### src/rtl/vram_ctrl.sv
// VRAM port arbiter: VGA scan-out reads always win; SPI cell writes and CLEAR fills
// use the idle cycles, and writes reach VRAM in command order.
module vram_ctrl #(
    parameter int ADDR_W     = 10,
    parameter int DATA_W     = 3,
    parameter int DEPTH      = 1000,
    parameter int FIFO_DEPTH = 4
) (
    input  logic              clk,
    input  logic              reset,
    input  logic              cmd_valid,
    input  logic [7:0]        command,
    input  logic [7:0]        databyte1,
    input  logic [7:0]        databyte2,
    input  logic              re,
    input  logic [ADDR_W-1:0] raddr,
    output logic [DATA_W-1:0] rdata,
    output logic              rvalid,
    output logic [9:0]        score,
    output logic              busy,
    output logic              overflow,
    output logic [ADDR_W-1:0] mem_addr,
    output logic              mem_we,
    output logic [DATA_W-1:0] mem_wdata,
    input  logic [DATA_W-1:0] mem_rdata,
    output logic              dbg_state
);
    localparam int PTR_W = $clog2(FIFO_DEPTH);
    localparam int CNT_W = PTR_W + 1;
    localparam logic [ADDR_W-1:0] LAST_ADDR = ADDR_W'(DEPTH - 1);

    localparam logic [7:0] OP_WRITE_CELL = 8'h01;
    localparam logic [7:0] OP_SET_SCORE  = 8'h02;
    localparam logic [7:0] OP_CLEAR      = 8'h03;

    typedef enum logic {ST_IDLE = 1'b0, ST_CLEAR = 1'b1} state_t;

    state_t            state_q, state_d;
    logic [ADDR_W-1:0] clr_addr_q, clr_addr_d;
    logic [DATA_W-1:0] clr_colour_q, clr_colour_d;
    logic [9:0]        score_q, score_d;
    logic              overflow_q, overflow_d;
    logic              rvalid_q;
    logic [PTR_W-1:0]  rd_ptr_q, rd_ptr_d, wr_ptr_q, wr_ptr_d;
    logic [CNT_W-1:0]  count_q, count_d;

    logic [ADDR_W-1:0] fifo_addr_q [FIFO_DEPTH];
    logic [DATA_W-1:0] fifo_data_q [FIFO_DEPTH];

    logic [9:0]        cmd_value;
    logic [ADDR_W-1:0] cmd_addr;
    logic [DATA_W-1:0] cmd_colour;
    logic              is_write, full, push, pop;
    logic              unused_bits;

    assign cmd_value   = {databyte1[1:0], databyte2};
    assign cmd_addr    = ADDR_W'(cmd_value);
    assign cmd_colour  = DATA_W'(databyte1[7:5]);
    assign unused_bits = ^databyte1[4:2];

    assign full     = (count_q == CNT_W'(FIFO_DEPTH));
    assign is_write = cmd_valid && (command == OP_WRITE_CELL);
    // A full queue still accepts a push when the head drains in the same cycle.
    assign push     = is_write && (!full || pop);

    always_comb begin
        state_d      = state_q;
        clr_addr_d   = clr_addr_q;
        clr_colour_d = clr_colour_q;
        score_d      = score_q;
        overflow_d   = overflow_q;
        mem_addr     = raddr;
        mem_we       = 1'b0;
        mem_wdata    = '0;
        pop          = 1'b0;

        if (!re) begin
            if (state_q == ST_CLEAR) begin
                mem_addr  = clr_addr_q;
                mem_wdata = clr_colour_q;
                mem_we    = 1'b1;
                if (clr_addr_q == LAST_ADDR) begin
                    state_d    = ST_IDLE;
                    clr_addr_d = '0;
                end else begin
                    clr_addr_d = clr_addr_q + ADDR_W'(1);
                end
            end else if (count_q != '0) begin
                mem_addr  = fifo_addr_q[rd_ptr_q];
                mem_wdata = fifo_data_q[rd_ptr_q];
                mem_we    = 1'b1;
                pop       = 1'b1;
            end
        end

        if (is_write && full && !pop) begin
            overflow_d = 1'b1;
        end
        if (cmd_valid && (command == OP_SET_SCORE)) begin
            score_d = cmd_value;
        end
        // A new CLEAR overrides the walk in progress and restarts it from address 0.
        if (cmd_valid && (command == OP_CLEAR)) begin
            state_d      = ST_CLEAR;
            clr_addr_d   = '0;
            clr_colour_d = cmd_colour;
        end

        rd_ptr_d = rd_ptr_q + PTR_W'(pop);
        wr_ptr_d = wr_ptr_q + PTR_W'(push);
        unique case ({push, pop})
            2'b10:   count_d = count_q + CNT_W'(1);
            2'b01:   count_d = count_q - CNT_W'(1);
            default: count_d = count_q;
        endcase
    end

    always_ff @(posedge clk or posedge reset) begin
        if (reset) begin
            state_q      <= ST_IDLE;
            clr_addr_q   <= '0;
            clr_colour_q <= '0;
            score_q      <= '0;
            overflow_q   <= 1'b0;
            rvalid_q     <= 1'b0;
            rd_ptr_q     <= '0;
            wr_ptr_q     <= '0;
            count_q      <= '0;
        end else begin
            state_q      <= state_d;
            clr_addr_q   <= clr_addr_d;
            clr_colour_q <= clr_colour_d;
            score_q      <= score_d;
            overflow_q   <= overflow_d;
            rvalid_q     <= re;
            rd_ptr_q     <= rd_ptr_d;
            wr_ptr_q     <= wr_ptr_d;
            count_q      <= count_d;
        end
    end

    always_ff @(posedge clk) begin
        if (push) begin
            fifo_addr_q[wr_ptr_q] <= cmd_addr;
            fifo_data_q[wr_ptr_q] <= cmd_colour;
        end
    end

    assign rdata     = mem_rdata;
    assign rvalid    = rvalid_q;
    assign score     = score_q;
    assign overflow  = overflow_q;
    assign busy      = (state_q == ST_CLEAR) || (count_q != '0);
    assign dbg_state = state_q;

endmodule

### config.mk
export PLATFORM = sky130hd
export DESIGN_NAME = vram_ctrl
export DESIGN_NICKNAME = d
export VERILOG_FILES = /design/src/rtl/vram_ctrl.sv
export SDC_FILE = /design/constraint.sdc
export NUM_CORES = 1
export LEC_CHECK = 0
export CORE_ASPECT_RATIO = 0.7
export CORE_MARGIN = 4
export CORE_UTILIZATION = 40
export DETAILED_ROUTE_END_ITERATION = 8
export GPL_TIMING_DRIVEN = 0
export PLACE_DENSITY = 0.63
export SLEW_MARGIN = 20
export SYNTH_ARGS = -nofsm -noshare
export SYNTH_HDL_FRONTEND = slang
export SYNTH_SLANG_ARGS = --single-unit
export TNS_END_PERCENT = 20
### constraint.sdc
create_clock -name clk -period 4.9 [get_ports clk]
set_input_delay 0.735 -clock clk [delete_from_list [all_inputs] [get_ports clk]]
set_output_delay 0.735 -clock clk [all_outputs]
set_load 0.02 [all_outputs]
==> After elaboration in Yosys (flattened, before gate mapping) <==
Memories as Yosys holds them, arrays and structs flattened.
Index checks and enable logic that the tools add are counted.
{ "totals": {"inputBits": 41, "mem_bits_rw": 52, "regBits": 33, "out_inout_bits": 31, "wordCells": 60, "memories": 2} }
{ "memory_table": {"columns": ["name", "depth", "word_bits", "rd", "rd_clocked_by_memory_dff", "write_ports", "line_no", "text"], "rows": [
  ["fifo_addr_q", 4, 10, 1, 0, 1, "47", "logic [ADDR_W-1:0] fifo_addr_q [FIFO_DEPTH];"],
  ["fifo_data_q", 4, 3, 1, 0, 1, "48", "logic [DATA_W-1:0] fifo_data_q [FIFO_DEPTH];"]
]} }
{ "classes": {"n_eq_ne": 8, "n_reduce_logical": 14, "n_mux": 22, "n_addsub": 5} }
{ "ops": {"columns": ["operator", "n"], "rows": [
  ["10-bit 2-to-1 mux", 7],
  ["8-bit by 2-bit equality test with 1-bit output (second input constant)", 2],
  ["1-bit 2-to-1 mux", 11],
  ["10-bit by 1-bit adder with 10-bit output (second input constant)", 1],
  ["10-bit equality test (second input constant)", 1],
  ["3-bit 2-to-1 mux", 3],
  ["8-bit by 1-bit equality test with 1-bit output (second input constant)", 1],
  ["1-bit logical AND", 6],
  ["3-bit one-hot mux with 2 select lines", 1],
  ["2-bit by 1-bit adder with 2-bit output", 2],
  ["2-bit nonzero test", 2],
  ["3-bit by 1-bit adder with 3-bit output (second input constant)", 1],
  ["3-bit equality test (second input constant)", 1],
  ["3-bit nonzero test", 1],
  ["3-bit by 1-bit subtractor with 3-bit output (second input constant)", 1],
  ["2-bit by 1-bit equality test with 1-bit output (second input constant)", 1],
  ["2-bit equality test (second input constant)", 1],
  ["1-bit zero test", 2],
  ["1-bit logical OR", 2],
  ["2-bit by 1-bit inequality test with 1-bit output (second input constant)", 1],
  ["2-bit AND reduction", 1]
]} }

==> Longest topological paths before layout <==
{ "depth": {"ltp_word": 8, "mapped_depth": 8, "ltp_nobuf": 7} }

==> Least setup slack after synthesis <==
OpenSTA, ideal clock, no wires.
{ "synth_timing": {"kind": "input -> register", "startpoint": "input command[7]", "endpoint": "memory fifo_addr_q[1][0], enable pin", "path_slack_ns": 1.676, "t_arrival_ns": 2.822, "setup_time_ns": 0.402, "required_time_ns": 4.498, "cell_stages": 4, "path_buffers": 0, "path_cell_list": "or4_4 nor3_1 nand2_1 nor3b_1"} }
{ "synth_between": {"elab_chain_cells": 5} }
{ "synth_lines": {"columns": ["item", "line_no", "text"], "rows": [
  ["start, declared", "12", "input logic [7:0] command,"],
  ["8-bit by 1-bit equality test with 1-bit output", "62", "assign is_write = cmd_valid && (command == OP_WRITE_CELL);"],
  ["1-bit logical AND", "62", null],
  ["1-bit logical AND", "64", "assign push = is_write && (!full || pop);"],
  ["1-bit 2-to-1 mux", "143", "if (push) begin"],
  ["1-bit 2-to-1 mux (implied by the code)", "144", "fifo_addr_q[wr_ptr_q] <= cmd_addr;"],
  ["end, declared", "47", null]
]} }
Every way passes these cells.

==> Worst setup path in the final report <==
{ "layout_timing": {"startpoint": "input re", "endpoint": "output mem_addr[7]"} }
{ "layout_between": {"elab_chain_cells": 1} }
{ "layout_lines": {"columns": ["item", "line_no", "text"], "rows": [
  ["start, declared", "15", "input logic re,"],
  ["10-bit 2-to-1 mux", "77", "if (!re) begin"],
  ["end, declared", "22", "output logic [ADDR_W-1:0] mem_addr,"]
]} }
Every way passes these cells.

==> summary.md <==
| Metric | Value |
|---|---|
| Layout cell share with drive strength beyond 1 | 0.175 |
| Vias | 2398 |
| Area grow syn2layout | 32.2% |
| CTS sink cnt | 85 |
| CP Class | input pin to output pin |
| Reg2reg setup slack | 1550 ps |
| CORE AREA | 0.00869 sq mm |
| Final HPWL DP | 5990 um |
| Post-DRT Antenna Nets | 0 |
| First-pass GRT wire length | 12900 um |
| #FFs+latches synth | 85 |
| RD Place Congestion | 0.844 |
| Static leakage | 1.85 nW |
| Post-Syn Area | 0.00367 sq mm |
| Max Clock Freq | 0.239 GHz |
| Crit path buf inv count | 3 |
| Worst r2r dst | count_q[2]$_DFFE_PP0P_ |
| Post-CTS Repair Setup Buffers | 0 |
| Post-synth EDFFs | 52 |
| Max Cap Viol | 0 |
| Power Density | 438 mW/mm^2 |
| Fin. Hold Viols | 0 |
| Remaining global-route overflow | 0 |
| Syn Area/Cell | 14.3 sq um |
| Critical path arrival | 3460 ps |
| Worst-skew pair later-pin latency | 340 ps |
| Post-route minimum period | 4190 ps |
| Crit share post-route | 0.855 |
| Initial antenna violation count | 0 |
| Crit path depth | 7 |
| TritonCTS Buffers | 9 |
| Worst slew pin tran | 798 ps |
| Metal3 WL | 608 um |
| DRT Pass-1 Iters | 4 |
| Nets@finish | 383 |
| Sequential fraction of the synthesis area | 0.651 |
| CTS Buffer Depth | 2 |
| Hold Buf Count CTS | 0 |
| Die width | 122 um |
| Setup violators final | 0 |
| Crit path cell chain | clkdlybuf4s50_1 > or2_2 > nor2_1 > clkbuf_1 > a22oi_1 > nand2_1 > clkdlybuf4s50_1 |
| Row cnt | 28 |
| VDD IR max | 0.268 mV |
| CP startpoint kind | input pin |
| Clk slew on worst S/H paths | 60 ps |
| Crit path largest cell delay | 620 ps |
| FF-to-FF path depth | 8 |
| Top_reg_cell synth | edfxtp_1 |
| Die area | 0.0108 sq mm |
| Vias/cell | 5.18 |
| Boundary Pins | 72 |
| Slew Viols, Final | 0 |
| Die height | 88.1 um |
| Rel. slew slack | 0.468 |
| RSZ-0062 raised after global routing | no |
| Post-Synthesis Cells | 257 |
| CP startpoint | re |
| Port Buffers | 65 |
| Final Routed Wirelength | 8190 um |
| Async set-reset flop share out of synthesis | 0.388 |
| Crit path max fanout | 10 |
| Antenna fix cells | 0 |
| Starting Density | 0.422 |
| Worst min path class | flip-flop to flip-flop |
| Most common cell after layout, fill and taps aside | clkdlybuf4s50_1 |
| Syn nets | 302 |
| Clock H-tree levels | 3 |
| CP required | 4160 ps |
| Tot Pwr | 0.00212 W |
| Crit end category | output pin |
| Critical R2R Launch | dbg_state$_DFFE_PP0P_ |
| Most frequent cells in the layout | clkdlybuf4s50_1 (65), edfxtp_1 (52), nand2_1 (41) |
| Placed inst area | 0.00453 sq mm |
| Largest net degree at the start of global routing | 24 |
| Starting DRC count in detailed routing | 130 |
| Vias in the first global route | 2370 |
| Final TNS setup | 0 ps |
| Status | complete, no violations |
| Resize count post-CTS | 0 |
| Final non-filler cell area | 0.00485 sq mm |
| Yosys warning total | 0 |
| Wire per inst | 17.7 um |
| Top sig layer | met4 |
| M1 wire length | 3690 um |
| Met2 Wirelength | 3820 um |
| Worst path slowest cell | clkdlybuf4s50_1 |
| Root buf cell | clkbuf_16 |
| Post-synth cell types | 39 |
| Hold WS | 478 ps |
| CTS tree | yes |
| Residual DRC | 0 |
| CP top delay family | buffers and inverters |
| Worst Clk Skew | 3.53 ps |
| Total GRT Usage | 0.164 |
| Worst setup path end | mem_addr[7] |
| CP most frequent cell | clkdlybuf4s50_1 |
## synthesized netlist by cell type, types with 6 or more instances
library cell	n	area, sq um
mux4_2	13	293
a22oi_1	10	75.1
xnor2_1	6	52.6
clkbuf_1	8	30.0
inv_1	6	22.5
nand2_1	41	154
edfxtp_1	52	1560
nor2_1	11	41.3
mux2_2	10	113
nor4_1	6	37.5
dfrtp_1	33	826
## how the worst min path moves through the flow
stage                           startpoint                          end  slack, ps  cells after the start
2_1_floorplan  clr_colour_q[0]$_DFFE_PP0N_  clr_colour_q[0]$_DFFE_PP0N_        450                      2
3_3_place_gp   clr_colour_q[0]$_DFFE_PP0N_  clr_colour_q[0]$_DFFE_PP0N_        460                      2
3_5_place_dp          overflow$_DFFE_PP0P_         overflow$_DFFE_PP0P_        460                      1
4_1_cts        clr_colour_q[2]$_DFFE_PP0N_  clr_colour_q[2]$_DFFE_PP0N_        480                      2
5_1_grt        clr_colour_q[2]$_DFFE_PP0N_  clr_colour_q[2]$_DFFE_PP0N_        520                      2
6_report       clr_colour_q[2]$_DFFE_PP0N_  clr_colour_q[2]$_DFFE_PP0N_        480                      2
## worst min-delay path, cell delays in order, from the launching register on
cell and delay, ps:
dfrtp_1 340, nand2_1 50, nand2_1 50
## registers in the layout, indices dropped and copies added (netlist names), 2 cells and up
register / flops
clr_addr_q: 10
clr_colour_q: 3
count_q: 3
fifo_addr_q: 40
fifo_data_q: 12
rd_ptr_q: 2
score: 10
wr_ptr_q: 2
## power breakdown
part	total, W	internal (W)	switching [W]	leakage [nW]
Clock	0.000706	0.000428	0.000278	0.153
Combinational	0.000561	0.000288	0.000273	0.792
Sequential	0.000855	0.000799	0.0000557	0.909
Total	0.00212	0.00152	0.000607	1.85
## cell type report
cell class / count / area [sq um]
Tap cell: 120 / 150
Multi-Input combinational cell: 154 / 1210
Timing Repair Buffer: 70 / 701
Inverter: 6 / 22.5
Clock buffer: 11 / 253
Fill cell: 747 / 3840
Clock inverter: 5 / 63.8
Buffer: 12 / 57.6
Sequential cell: 85 / 2390
## routing by layer
| metal | vias to the layer above | GRT usage |
|---|---|---|
| li1 | 1122 | - |
| met1 | 1174 | 0.235 |
| met2 | 93 | 0.250 |
| met3 | 9 | 0.0484 |
| met4 | 0 | 0.0396 |
| met5 | - | 0 |
## per-stage QoR
| step | utilization | worst slack [ps] | std cells |
|---|---|---|---|
| 2_1_floorplan | - | 1680 | 257 |
| 3_3_place_gp | 0.514 | 207 | 442 |
| 5_1_grt | 0.558 | 540 | 463 |
| 4_1_cts | 0.558 | 679 | 463 |
| 3_5_place_dp | 0.522 | 708 | 447 |
| 6_report | 0.558 | 708 | 463 |
## kinds of logic (layout without fill, tap and decap cells)
kind of cell	count (synthesis)	count (layout)	share of synthesized area
AO/OA/AOI/OAI	21	21	0.0420
XOR/XNOR	10	10	0.0239
adder cells (fa/ha/maj)	4	4	0.0157
buffers and inverters	18	104	0.0218
flip-flops	85	85	0.651
multiplexers	26	26	0.119
AND/OR/NAND/NOR	93	93	0.127
(Power assumes the default switching activity.)
